[config.mk]
export PLATFORM = sky130hd
export DESIGN_NAME = button_event_scheduler
export DESIGN_NICKNAME = d
export VERILOG_FILES = /design/src/rtl/button_event_scheduler.sv
export SDC_FILE = /design/constraint.sdc
export NUM_CORES = 1
export LEC_CHECK = 0
export CELL_PAD_IN_SITES_DETAIL_PLACEMENT = 1
export CELL_PAD_IN_SITES_GLOBAL_PLACEMENT = 1
export CORE_UTILIZATION = 39
export CTS_BUF_LIST = sky130_fd_sc_hd__clkbuf_8 sky130_fd_sc_hd__clkbuf_16
export CTS_CLUSTER_SIZE = 25
export DETAILED_ROUTE_END_ITERATION = 6
export GPL_ROUTABILITY_DRIVEN = 0
export MAX_ROUTING_LAYER = met4
export PLACE_DENSITY_LB_ADDON = 0.1
export SKIP_LAST_GASP = 1
export SLEW_MARGIN = 20
export SYNTH_ARGS = -nofsm -noshare
export SYNTH_HDL_FRONTEND = slang
export SYNTH_SLANG_ARGS = --single-unit
[constraint.sdc]
create_clock -name clk -period 1.95 [get_ports clk]
set_input_delay 0.195 -clock clk [delete_from_list [all_inputs] [get_ports clk]]
set_output_delay 0.195 -clock clk [all_outputs]
set_load 0.02 [all_outputs]
[src/rtl/button_event_scheduler.sv]
// button_event_scheduler
//   Turns debounced button levels into a serialized stream of press events.
//   Rising edges on sw_db set bits in a pending bitmap; a round-robin arbiter
//   moves one pending button per cycle into a small event FIFO. The consumer
//   drains the FIFO one event at a time.
//
//   Optional feature: define BUTTON_AUTOREPEAT_EN to add an auto-repeat FSM.
//   A held button then re-injects its id after repeat_delay cycles, and again
//   every repeat_period cycles until it is released.
//
// Parameters
//   w             number of buttons (1..8)
//   fifo_depth    event FIFO entries (power of two, 2..16)
//   repeat_delay  auto-repeat initial hold time in cycles
//   repeat_period auto-repeat interval in cycles
//
// Ports
//   clk          system clock, all state on the rising edge
//   reset        synchronous, active-low reset
//   sw_db        debounced button levels, 1 = pressed
//   ev_ready     consumer accepts the head event this cycle
//   ov_clr       clears ev_overflow
//   ev_valid     FIFO non-empty, head event presented on ev_id
//   ev_id        button index of the head event (0 while ev_valid = 0)
//   ev_overflow  sticky, an event was dropped
//   busy         a pending bit is set or the FIFO is non-empty
//   rpt_state    auto-repeat FSM state (0 idle, 1 delay, 2 repeat); 0 when
//                the feature is not built
//
// Handshake: an event transfers on a rising edge where ev_valid and ev_ready
// are both 1. ev_valid is a function of registered state only, so it never
// depends combinationally on ev_ready; the consumer may hold ev_ready high.
module button_event_scheduler #(
  parameter int          w             = 4,
  parameter int          fifo_depth    = 4,
  parameter logic [23:0] repeat_delay  = 24'd5_000_000,
  parameter logic [23:0] repeat_period = 24'd1_500_000,
  localparam int         idw           = (w > 1) ? $clog2(w) : 1
) (
  input  logic           clk,
  input  logic           reset,
  input  logic [w-1:0]   sw_db,
  input  logic           ev_ready,
  input  logic           ov_clr,
  output logic           ev_valid,
  output logic [idw-1:0] ev_id,
  output logic           ev_overflow,
  output logic           busy,
  output logic [1:0]     rpt_state
);

  localparam int             aw      = $clog2(fifo_depth);
  localparam logic [aw:0]    DEPTH   = (aw+1)'(fifo_depth);
  localparam logic [idw:0]   W_EXT   = (idw+1)'(w);
  localparam logic [idw-1:0] LAST_ID = idw'(w - 1);

  logic [w-1:0]   sw_prev_q;
  logic [w-1:0]   press;
  logic [w-1:0]   inj;
  logic [w-1:0]   pend_q, pend_d;
  logic [idw-1:0] rr_ptr_q, rr_ptr_d;
  logic [idw-1:0] gnt_idx;
  logic [idw:0]   cand;
  logic           gnt_any, grant, pop, push_ok, ovf_set;
  logic           ovf_q, ovf_d;
  logic [idw-1:0] mem_q [fifo_depth];
  logic [aw-1:0]  rd_ptr_q, wr_ptr_q;
  logic [aw:0]    count_q, count_d;

  assign press       = sw_db & ~sw_prev_q;
  assign ev_valid    = (count_q != '0);
  assign pop         = ev_valid & ev_ready;
  // A full FIFO can still accept a push when the head leaves in the same cycle.
  assign push_ok     = (count_q < DEPTH) | pop;
  assign grant       = gnt_any & push_ok;
  assign ev_id       = ev_valid ? mem_q[rd_ptr_q] : '0;
  assign busy        = (|pend_q) | ev_valid;
  assign ev_overflow = ovf_q;

  // Round-robin scan: first pending bit at or above rr_ptr, wrapping at w.
  always_comb begin
    gnt_any = 1'b0;
    gnt_idx = '0;
    cand    = '0;
    for (int k = 0; k < w; k++) begin
      cand = {1'b0, rr_ptr_q} + (idw+1)'(k);
      if (cand >= W_EXT) cand = cand - W_EXT;
      if (!gnt_any && pend_q[cand[idw-1:0]]) begin
        gnt_any = 1'b1;
        gnt_idx = cand[idw-1:0];
      end
    end
  end

  always_comb begin
    pend_d   = pend_q;
    rr_ptr_d = rr_ptr_q;
    ovf_set  = 1'b0;
    if (grant) begin
      pend_d[gnt_idx] = 1'b0;
      rr_ptr_d        = (gnt_idx == LAST_ID) ? '0 : gnt_idx + 1'b1;
    end
    // A press into a bit that is pending and not leaving this cycle is lost.
    for (int i = 0; i < w; i++) begin
      if (press[i] && pend_q[i] && !(grant && (gnt_idx == idw'(i)))) ovf_set = 1'b1;
    end
    // Setting after the grant clear keeps the bit when a press collides with
    // its own grant. Repeat injections into a set bit merge silently.
    pend_d  = pend_d | press | inj;
    count_d = count_q + {{aw{1'b0}}, grant} - {{aw{1'b0}}, pop};
    ovf_d   = ovf_set ? 1'b1 : (ov_clr ? 1'b0 : ovf_q);
  end

  always_ff @(posedge clk) begin
    if (!reset) begin
      sw_prev_q <= '0;
      pend_q    <= '0;
      rr_ptr_q  <= '0;
      rd_ptr_q  <= '0;
      wr_ptr_q  <= '0;
      count_q   <= '0;
      ovf_q     <= 1'b0;
    end else begin
      sw_prev_q <= sw_db;
      pend_q    <= pend_d;
      rr_ptr_q  <= rr_ptr_d;
      count_q   <= count_d;
      ovf_q     <= ovf_d;
      if (grant) wr_ptr_q <= wr_ptr_q + 1'b1;
      if (pop)   rd_ptr_q <= rd_ptr_q + 1'b1;
    end
  end

  // Storage needs no reset: entries are only visible while counted.
  always_ff @(posedge clk) begin
    if (grant) mem_q[wr_ptr_q] <= gnt_idx;
  end

`ifdef BUTTON_AUTOREPEAT_EN
  typedef enum logic [1:0] {
    RPT_IDLE   = 2'd0,
    RPT_DELAY  = 2'd1,
    RPT_REPEAT = 2'd2
  } rpt_state_e;

  rpt_state_e     state_q, state_d;
  logic [23:0]    cnt_q, cnt_d;
  logic [idw-1:0] trk_q, trk_d;
  logic [idw-1:0] hi_press;

  always_comb begin
    hi_press = '0;
    for (int i = 0; i < w; i++) begin
      if (press[i]) hi_press = idw'(i);
    end
  end

  // Priority: a new press restarts tracking, then release of the tracked
  // button, then the delay/period expiry that injects a repeat.
  always_comb begin
    state_d = state_q;
    cnt_d   = cnt_q;
    trk_d   = trk_q;
    inj     = '0;
    if (|press) begin
      state_d = RPT_DELAY;
      cnt_d   = '0;
      trk_d   = hi_press;
    end else if ((state_q != RPT_IDLE) && !sw_db[trk_q]) begin
      state_d = RPT_IDLE;
      cnt_d   = '0;
    end else if (((state_q == RPT_DELAY)  && (cnt_q == repeat_delay  - 24'd1)) ||
                 ((state_q == RPT_REPEAT) && (cnt_q == repeat_period - 24'd1))) begin
      inj[trk_q] = 1'b1;
      state_d    = RPT_REPEAT;
      cnt_d      = '0;
    end else if (state_q != RPT_IDLE) begin
      cnt_d = cnt_q + 24'd1;
    end
  end

  always_ff @(posedge clk) begin
    if (!reset) begin
      state_q <= RPT_IDLE;
      cnt_q   <= '0;
      trk_q   <= '0;
    end else begin
      state_q <= state_d;
      cnt_q   <= cnt_d;
      trk_q   <= trk_d;
    end
  end

  assign rpt_state = state_q;
`else
  assign inj       = '0;
  assign rpt_state = 2'b00;

  logic unused_repeat_cfg;
  assign unused_repeat_cfg = ^{repeat_delay, repeat_period};
`endif

endmodule

==> summary.md <==
| Metric | Value |
|---|---|
| Area delta synth->final | 24.8% |
| Worst hold path class | input pin to flip-flop |
| WP data required | 2.16 ns |
| Switch share | 0.319 |
| Post-layout min period | around 1.9 ns |
| Worst-skew pair later-pin latency | 0.27 ns |
| Vias in the first global route | 970 |
| Placed cells | 187 |
| Clk root buf | clkbuf_8 |
| Leak | around 0.68 nW |
| Multi-input logic area | between 600 and 700 sq um |
| DR WL/cell | 13.6 microns |
| DR vias | roughly 900 |
| Gate power share | 0.370 |
| Power Density | between 1000 and 1500 nW/um^2 |
| Die span in y | between 60 and 70 microns |
| Post-Syn Area | between 1000 and 1500 sq um |
| N_diodes | 0 |
| CTS Sinks | 28 |
| Non-Filler Instances | 192 |
| Post-Route WL | ~2600 microns |
| Unrepaired setup endpoints after global routing | yes |
| Worst Setup SP | pend_q[2]$_SDFF_PN0_ |
| DR vias/cell | between 4 and 5 |
| Initial antenna violation count | 0 |
| CTS Buf Count | 3 |
| Share of flip-flops with an asynchronous set or reset | 0 |
| DP HPWL | 1990 microns |
| Synth Instances | 124 |
| Synth Area per Inst | 10.6 sq um |
| Setup crit end kind | flip-flop |
| Leading cell types by count after synthesis | dfxtp_1 (20), inv_1 (13), nor2_1 (13), and2_1 (12), ha_1 (10) |
| Share of layout cells above drive strength 1 | 0.155 |
| Yosys cell types | 32 |
| H-tree depth | 1 |
| Worst vdd ir | between 400 and 500 uV |
| Port Buf Inserts | 12 |
| Post-route clock period utilization | 0.958 |
| Starting Density | 0.422 |
| Fmax | ~540 MHz |
| Status | completed |
| Yosys top cell by area | dfxtp_1 |
| Slowest CP cell | dfxtp_1 |
| Post-synth top area share | 0.303 |
| Hold Crit Start | sw_db[2] |
| Post-synthesis register bit count | 28 |
| Reg clk slew, reported paths | around 0.090 ns |
| I/O Pins | 15 |
| Startpoint types | flip-flop |
| Net switching power | approximately 0.65 mW |
| # DRC | 0 |
| Final hold violations | 0 |
| Power Internal | approximately 1.4 mW |
| First-pass GRT wire length | ~4500 microns |
| Post-route ant nets | 0 |
| Core area | between 3000 and 4000 sq um |
| Drt first pass iters | 3 |
| Worst Path Max Fanout | 6 |
| Post-route clock skew | ~0.0013 ns |
| # setup viols final | 0 |
| Yosys warning total | 0 |
| Rows | 20 |
| Pin count of the biggest net entering global routing | 17 |
| CTS tree | built |
| Pre-CTS setup slack | -0.0697 ns |
| Max-cap violation count | 0 |
| Main synth FF type | dfxtp_1 |
| Critical Path AT | around 2.1 ns |
| Die width | 60.2 microns |
| Register area share after synthesis | 0.485 |
| CTS Hold Bufs | 0 |
| Top cells by area, synth | dfxtp_1 (30%), edfxtp_1 (18%), ha_1 (9.5%) |
| Die Area | 3620 sq um |
| Setup TNS | 0 ns |
| Congestion Overflow GR | 0 |
| Seq pwr share | 0.407 |
| Fin. max-slew vios | 0 |
| FF+latch area | ~640 sq um |
| Most common cell in the netlist | dfxtp_1 |
| CP max stage delay | roughly 0.5 ns |
| Crit Path Category | flip-flop to flip-flop |
| Worst path cell trace | or3b_1, o221ai_2, inv_1, buf_4, ha_1, nand2_1, nand3_1, a31oi_1 |
| EDFF count, synth | 8 |
| Fill cells | around 360 |
| Nets@finish | 168 |
| Iteration-0 DRC Markers | 14 |
| Clock share of power | 0.223 |
| CTS Buffer Depth | 2 |
| Final WS setup | just over 0.08 ns |
| Gr usage total | 0.180 |
| RR Startpoint | pend_q[2]$_SDFF_PN0_ |
metrics by stage:
| step | total power [mW] | area [sq um] | utilization | hold WS, ns |
|---|---|---|---|---|
| after CTS | 2.05 | 1630 | 0.520 | 0.488 |
| final | 2.04 | 1650 | 0.527 | 0.497 |
| after global placement | 1.55 | 1550 | 0.495 | 0.484 |
| after global routing | 2.19 | 1650 | 0.527 | 0.510 |
| after detailed placement | 1.60 | 1550 | 0.495 | 0.508 |
| after floorplan | 1.30 | 1320 | - | 0.317 |
worst paths after layout:
path	depth (start not counted)	to	slack, ns
max	8	ev_overflow$_SDFFE_PN0P_	0.08
min	2	sw_prev_q[2]$_SDFF_PN0_	0.50
max reg2reg	8	ev_overflow$_SDFFE_PN0P_	0.08
min reg2reg	2	flip-flop	0.53
routing by layer:
| layer | GRT usage | wire [microns] | vias up | share of wire |
|---|---|---|---|---|
| li1 | - | - | 459 | - |
| met1 | 0.206 | 1200 | 440 | 0.46 |
| met2 | 0.309 | 1340 | 12 | 0.51 |
| met3 | 0.0260 | 43 | 4 | 0.016 |
| met4 | 0.0797 | 31 | 0 | 0.012 |
| met5 | - | 0 | - | 0 |
cells in the final DEF (no fill, tap or decap), types with 3 or more instances in the layout:
cell,count
a21oi_1,6
and2_1,12
buf_4,10
clkbuf_8,3
clkdlybuf4s50_1,10
dfxtp_1,17
dfxtp_2,3
edfxtp_1,8
ha_1,10
inv_1,13
mux2i_1,3
nand2_1,4
nand3_1,3
nor2_1,13
nor2b_1,4
xnor2_1,4
power by group through the flow:
stage	registers, mW	clock network [mW]	logic, mW
after floorplan	0.820	0	0.483
after global placement	0.826	0	0.727
after detailed placement	0.834	0	0.769
after CTS	0.824	0.468	0.760
after global routing	0.850	0.490	0.850
final	0.831	0.455	0.755
flip-flops by register name, summed over array words and instances (netlist names), named ones only:
signal	flops
sw_prev_q	4
rr_ptr_q	2
mem_q	8
ev_overflow	1
rd_ptr_q	2
pend_q	4
wr_ptr_q	2
count_q	3
what timing repair did:
action	4_1_cts	5_1_grt
endpoints found under the setup margin	3	7
pin swaps	0	3
resized for setup	3	6
buffers inserted	0	1
cells by family after synthesis:
| kind of cell | after synthesis | share of synthesized area |
|---|---|---|
| simple gates | 42 | 0.173 |
| fa+ha+maj | 11 | 0.110 |
| mux | 5 | 0.0569 |
| xor+xnor | 5 | 0.0332 |
| compound gates | 16 | 0.0882 |
| buf+inv | 16 | 0.0512 |
| other cells | 1 | 0.00284 |
| flops | 28 | 0.485 |
critical path, delay by kind of cell (launching register included):
kind,cells,cell delay (ns)
buffers and inverters,2,0.27
flip-flops,1,0.50
AND/OR/NAND/NOR,3,0.58
adder cells (fa/ha/maj),1,0.17
AO/OA/AOI/OAI,2,0.27
final cells by class:
class,count,share of cell area
Clock inverter,1,0.0182
Clock buffer,3,0.0251
Timing Repair Buffer,22,0.117
Multi-Input combinational cell,81,0.386
Tap cell,44,0.0334
Inverter,13,0.0296
Sequential cell,28,0.391
Power figures use the tool's default switching activity.
